File: config.mk
export PLATFORM = sky130hd
export DESIGN_NAME = cpu_regfile
export DESIGN_NICKNAME = d
export VERILOG_FILES = /design/src/rtl/cpu_regfile.sv
export SDC_FILE = /design/constraint.sdc
export NUM_CORES = 1
export LEC_CHECK = 0
export BUFFER_PORTS_ARGS = -buffer_cell sky130_fd_sc_hd__clkbuf_2
export CAP_MARGIN = 10
export CORE_MARGIN = 1
export CORE_UTILIZATION = 65
export CTS_BUF_LIST = sky130_fd_sc_hd__clkbuf_8
export CTS_CLUSTER_DIAMETER = 150
export DETAILED_ROUTE_END_ITERATION = 8
export PLACE_DENSITY = 0.84
export SLEW_MARGIN = 40
export SYNTH_ARGS = -nofsm -noshare
export SYNTH_HDL_FRONTEND = slang
export SYNTH_SLANG_ARGS = --single-unit
File: constraint.sdc
create_clock -name clk -period 3.14 [get_ports clk]
set_input_delay 0.628 -clock clk [delete_from_list [all_inputs] [get_ports clk]]
set_output_delay 0.628 -clock clk [all_outputs]
set_load 0.1 [all_outputs]
File: src/rtl/cpu_regfile.sv
// Parametrised register file: one write port, two combinational read ports with
// write-through bypass, optional hardwired-zero entry 0, and a sequenced bulk clear.
module cpu_regfile #(
  parameter int                WIDTH     = 8,
  parameter int                DEPTH     = 8,
  parameter int                AW        = $clog2(DEPTH),
  parameter logic [WIDTH-1:0]  RESET_VAL = '0,
  parameter bit                ZERO_REG  = 1'b0
) (
  input  logic             clk,
  input  logic             rst,
  input  logic             we,
  input  logic [AW-1:0]    waddr,
  input  logic [WIDTH-1:0] wdata,
  input  logic [AW-1:0]    raddr_a,
  output logic [WIDTH-1:0] rdata_a,
  input  logic [AW-1:0]    raddr_b,
  output logic [WIDTH-1:0] rdata_b,
  input  logic             clr_req,
  output logic             busy,
  output logic             clr_done
);

  // One extra bit so DEPTH itself is representable when DEPTH is a power of 2.
  localparam logic [AW:0]   DEPTH_W  = (AW+1)'(DEPTH);
  localparam logic [AW-1:0] LAST_IDX = AW'(DEPTH - 1);

  typedef enum logic [1:0] {S_IDLE, S_SWEEP, S_DONE} state_t;

  state_t           state_q, state_d;
  logic [AW-1:0]    idx_q, idx_d;
  logic             busy_q, busy_d;
  logic             clr_done_q, clr_done_d;
  logic [WIDTH-1:0] mem_q [DEPTH];
  logic [WIDTH-1:0] mem_d [DEPTH];
  logic             wr_accept;
  logic             sweep_en;

  assign wr_accept = we && !busy_q && ({1'b0, waddr} < DEPTH_W)
                     && !(ZERO_REG && (waddr == '0));
  assign sweep_en  = (state_q == S_SWEEP);

  always_comb begin
    state_d = state_q;
    idx_d   = idx_q;
    case (state_q)
      S_IDLE: begin
        if (clr_req) begin
          state_d = S_SWEEP;
          idx_d   = '0;
        end
      end
      S_SWEEP: begin
        if (idx_q == LAST_IDX) state_d = S_DONE;
        else                   idx_d   = idx_q + 1'b1;
      end
      S_DONE:  state_d = S_IDLE;
      default: state_d = S_IDLE;
    endcase
    busy_d     = (state_d == S_SWEEP);
    clr_done_d = (state_d == S_DONE);
  end

  always_ff @(posedge clk) begin
    if (rst) begin
      state_q    <= S_IDLE;
      idx_q      <= '0;
      busy_q     <= 1'b0;
      clr_done_q <= 1'b0;
    end else begin
      state_q    <= state_d;
      idx_q      <= idx_d;
      busy_q     <= busy_d;
      clr_done_q <= clr_done_d;
    end
  end

  // Sweep and host write never collide: writes are blocked while busy.
  always_comb begin
    for (int i = 0; i < DEPTH; i++) begin
      mem_d[i] = mem_q[i];
      if (sweep_en && (idx_q == AW'(i)))
        mem_d[i] = RESET_VAL;
      else if (wr_accept && (waddr == AW'(i)))
        mem_d[i] = wdata;
    end
    if (ZERO_REG) mem_d[0] = '0;
  end

  always_ff @(posedge clk) begin
    if (rst) begin
      for (int i = 0; i < DEPTH; i++)
        mem_q[i] <= (ZERO_REG && (i == 0)) ? '0 : RESET_VAL;
    end else begin
      mem_q <= mem_d;
    end
  end

  logic [AW-1:0]    raddr_p [2];
  logic [WIDTH-1:0] rdata_p [2];

  assign raddr_p[0] = raddr_a;
  assign raddr_p[1] = raddr_b;

  genvar gi;
  generate
    for (gi = 0; gi < 2; gi++) begin : g_rd
      logic in_range;
      logic is_zero;
      logic bypass;
      assign in_range    = ({1'b0, raddr_p[gi]} < DEPTH_W);
      assign is_zero     = ZERO_REG && (raddr_p[gi] == '0);
      assign bypass      = wr_accept && (raddr_p[gi] == waddr);
      assign rdata_p[gi] = (!in_range || is_zero) ? '0
                         : bypass                 ? wdata
                         :                          mem_q[raddr_p[gi]];
    end
  endgenerate

  assign rdata_a  = rdata_p[0];
  assign rdata_b  = rdata_p[1];
  assign busy     = busy_q;
  assign clr_done = clr_done_q;

endmodule

==> flow_summary.toml <==
[critical_path]
crit_path_end_kind = "output pin"
critical-path-max-stage-delay_ns = 0.42
cp.required_ns = 2.51
r2r-start = "idx_q[0]"
cp-start-kind = "input pin"
r2r_slack_ns = 1.35
crit_arrival_ns = 2.28
slowest_stage = "nand4_2"
crit_type = "in2out"
cp_max_fo = 16
crit_family = "buffers and inverters"
reg2regPathDepth = 6
r2r_end = "idx_q[1]"
cp-startpoint = "raddr_b[1]"
cp_num_buf_inv = 2
crit_chain = "clkbuf_2 -> xnor2_1 -> nand4_2 -> a21oi_1 -> buf_12"

[placement]
dp_hpwl_um = 7300
place_area_um2 = 4440
dpl_worst_slack_ns = 0.284
port_buffers = 38
place_congestion = 0.856

[synth]
synth.area.top_cells = "dfxtp_1 35%, mux4_2 18%, mux2i_1 16%"
netlist_instances = 388
synth_area_um2 = 4070
netlist.area_leader.share_pct = 35.0
synth_enable_flop_cells = 0
synthFlopType = "dfxtp_1"
yosys.area.top_type = "dfxtp_1"
syn_nets = 416
async_flop_share_pct = 0
syn_avg_cell_area_um2 = 10.5
synth-seq-cells = 71
yosys_warnings = 0
synth_cell_types = 40
synth.yosys.seq_area_share_pct = 35.0

[power]
switching_power_uw = 631
p_int_uw = 1610
switching_share_pct = 28.1
p_leak_uw = 0.00194
seq_power_share_pct = 41.7
ir_drop_uv = 324
combPwrFrac_pct = 17.6
powerDensity_nw_per_um2 = 478
pwr-share-clk_pct = 40.7

[timing]
post-route-period-util_pct = 92.6
fin_ws_ns = 0.231
clock.fmax_ghz = 0.344
rsz0062_at_grt = "false"
setup_viol_count_final = 0
fin_tns_setup_ns = 0
finalHoldViolCount = 0
fin_crit_ns = 2.91
tightest_slew_ns = 0.621
drv_slew = 0
maxSlewHeadroom_pct = 58.5
fin_hold_ws_ns = 0.484
fin_skew_ns = 0.00733

[finish]
area_growth_pct = 15.5
antenna_cells = 0
drive_gt1_share_pct = 27.5
final_cell_area_um2 = 4690
filler_cell_count = 358
seq_area_um2 = 1420
multi_input_area_um2 = 2420
nNetsFinal = 441
utilization_pct = 78.3

[clock_tree]
cts_tree = "done"
post_cts_buffers = 0
h-tree-depth = 3
cts_resized = 0
root_buffer = "clkbuf_8"
cts_max_path_buffers = 2
cts.sinks = 71
cts_buffers = 9
cts_hold_buf = 0
clock_latency_ns = 0.34
clk_pin_slew_ns = 0.07

[floorplan]
io_pins = 39
die-area_um2 = 6570
initial_utilization_pct = 67.9
num_rows = 28
die_w_um = 81.1
die_h_um = 81.1
core_um2 = 5990

[global_route]
grt_overflow = 0
grt_pass1_wl_um = 16400
antenna_found_initial = 0
grtUsageTotal_pct = 34.7
grt_max_degree = 18
grt_pass1_vias = 3260

[routing]
post_drt_via_cell_ratio = 6.61
wire_per_inst_um = 21.4
wirelength_um = 10600
dr_total_vias = 3259
firstDrtPassIters = 4
drc = 0
ant_nets = 0
drt_iter0_drc = 327

[hold_path]
hold_path_startpoint = "mem_q[63]"
holdPathEnd = "mem_q[63]"
holdCritPathClass = "reg2reg"
worstHoldPathCells = 2

[run_status]
status = "complete, no violations"

[run]
drv_cap = 0
==> metrics by stage <==
| stage | std cells | total power [uW] |
|---|---|---|
| floorplan | 388 | 1240 |
| global placement | 477 | 1330 |
| detailed placement | 477 | 1340 |
| CTS | 493 | 2250 |
| global route | 493 | 2300 |
| finish | 493 | 2240 |
==> cells in the final DEF, fill, tap and decap left out, drive strengths merged <==
cell | synthesis | routed
clkinvlp | 0 | 1
mux4 | 32 | 32
nor3 | 1 | 1
nor2 | 72 | 72
buf | 32 | 24
mux2i | 64 | 64
bufinv | 0 | 3
a21o | 6 | 6
ha | 7 | 7
nor3b | 3 | 3
and3 | 1 | 1
nand3 | 9 | 9
clkbuf | 0 | 32
nand4 | 2 | 2
inv | 3 | 5
nand2b | 3 | 3
a22oi | 2 | 2
dfxtp | 71 | 71
mux2 | 1 | 1
xnor2 | 6 | 6
nand2 | 21 | 21
and2 | 2 | 2
nor2b | 1 | 1
a21oi | 32 | 32
nand3b | 3 | 3
o21bai | 1 | 1
a31o | 3 | 3
o21ai | 8 | 8
o31ai | 1 | 1
and2b | 1 | 1
==> flip-flops by register name, indices dropped and copies added, names as in the netlist <==
name / flops
busy: 1
clr_done: 1
idx_q: 3
mem_q: 64
state_q: 2
==> worst min-delay path, cell delays in order, from the launching register on <==
cell,delay (ns)
dfxtp_1,0.33
nand2_1,0.06
a21oi_1,0.05
==> how the worst max path moves through the flow <==
stage                  to  slack [ns]  cells past startpoint
4_1_cts        rdata_a[5]        0.27                      5
6_report       rdata_b[2]        0.23                      5
2_1_floorplan  rdata_b[5]       -0.60                      5
3_3_place_gp   rdata_a[6]        0.32                      5
3_5_place_dp   rdata_b[2]        0.28                      5
5_1_grt        rdata_b[2]        0.11                      5
==> power by group through the flow <==
| stage | Clock, uW | Sequential, uW | Combinational [uW] |
|---|---|---|---|
| floorplan | 0 | 957 | 284 |
| global placement | 0 | 953 | 381 |
| detailed placement | 0 | 956 | 389 |
| CTS | 919 | 935 | 391 |
| global route | 952 | 938 | 412 |
| finish | 914 | 936 | 395 |
==> cell families after synthesis <==
logic type	count (synthesis)	synth area share, %
simple gates	119	13.9
mux	97	33.8
flops	71	35.0
compound gates	53	7.42
buf+inv	35	6.34
fa+ha+maj	7	2.15
xor+xnor	6	1.48
==> routing by layer <==
layer / vias up / share of wire, % / track usage, %
li1: 1440 / - / -
met1: 1580 / 40 / 43.1
met2: 199 / 48 / 56.3
met3: 40 / 7.8 / 7.75
met4: 0 / 3.9 / 18.9
met5: - / 0 / 0
==> final cells by class <==
type	instances	share of cell area, %
sequential	71	30.3
timing repair buffer	46	10.5
clock inverter	6	2.45
clock buffer	10	2.93
multi-input combinational	282	51.6
inverter	3	0.240
tap	75	2.00
==> synth_stat cells, drive strengths merged, types with 2 or more instances <==
master   n
nand3    9
a22oi    2
dfxtp   71
inv      3
o21ai    8
nand2b   3
nor2    72
nand4    2
nor3b    3
buf     32
ha       7
and2     2
mux2i   64
xnor2    6
a21oi   32
mux4    32
a31o     3
a21o     6
nand3b   3
nand2   21
Power figures use the tool's default switching activity.
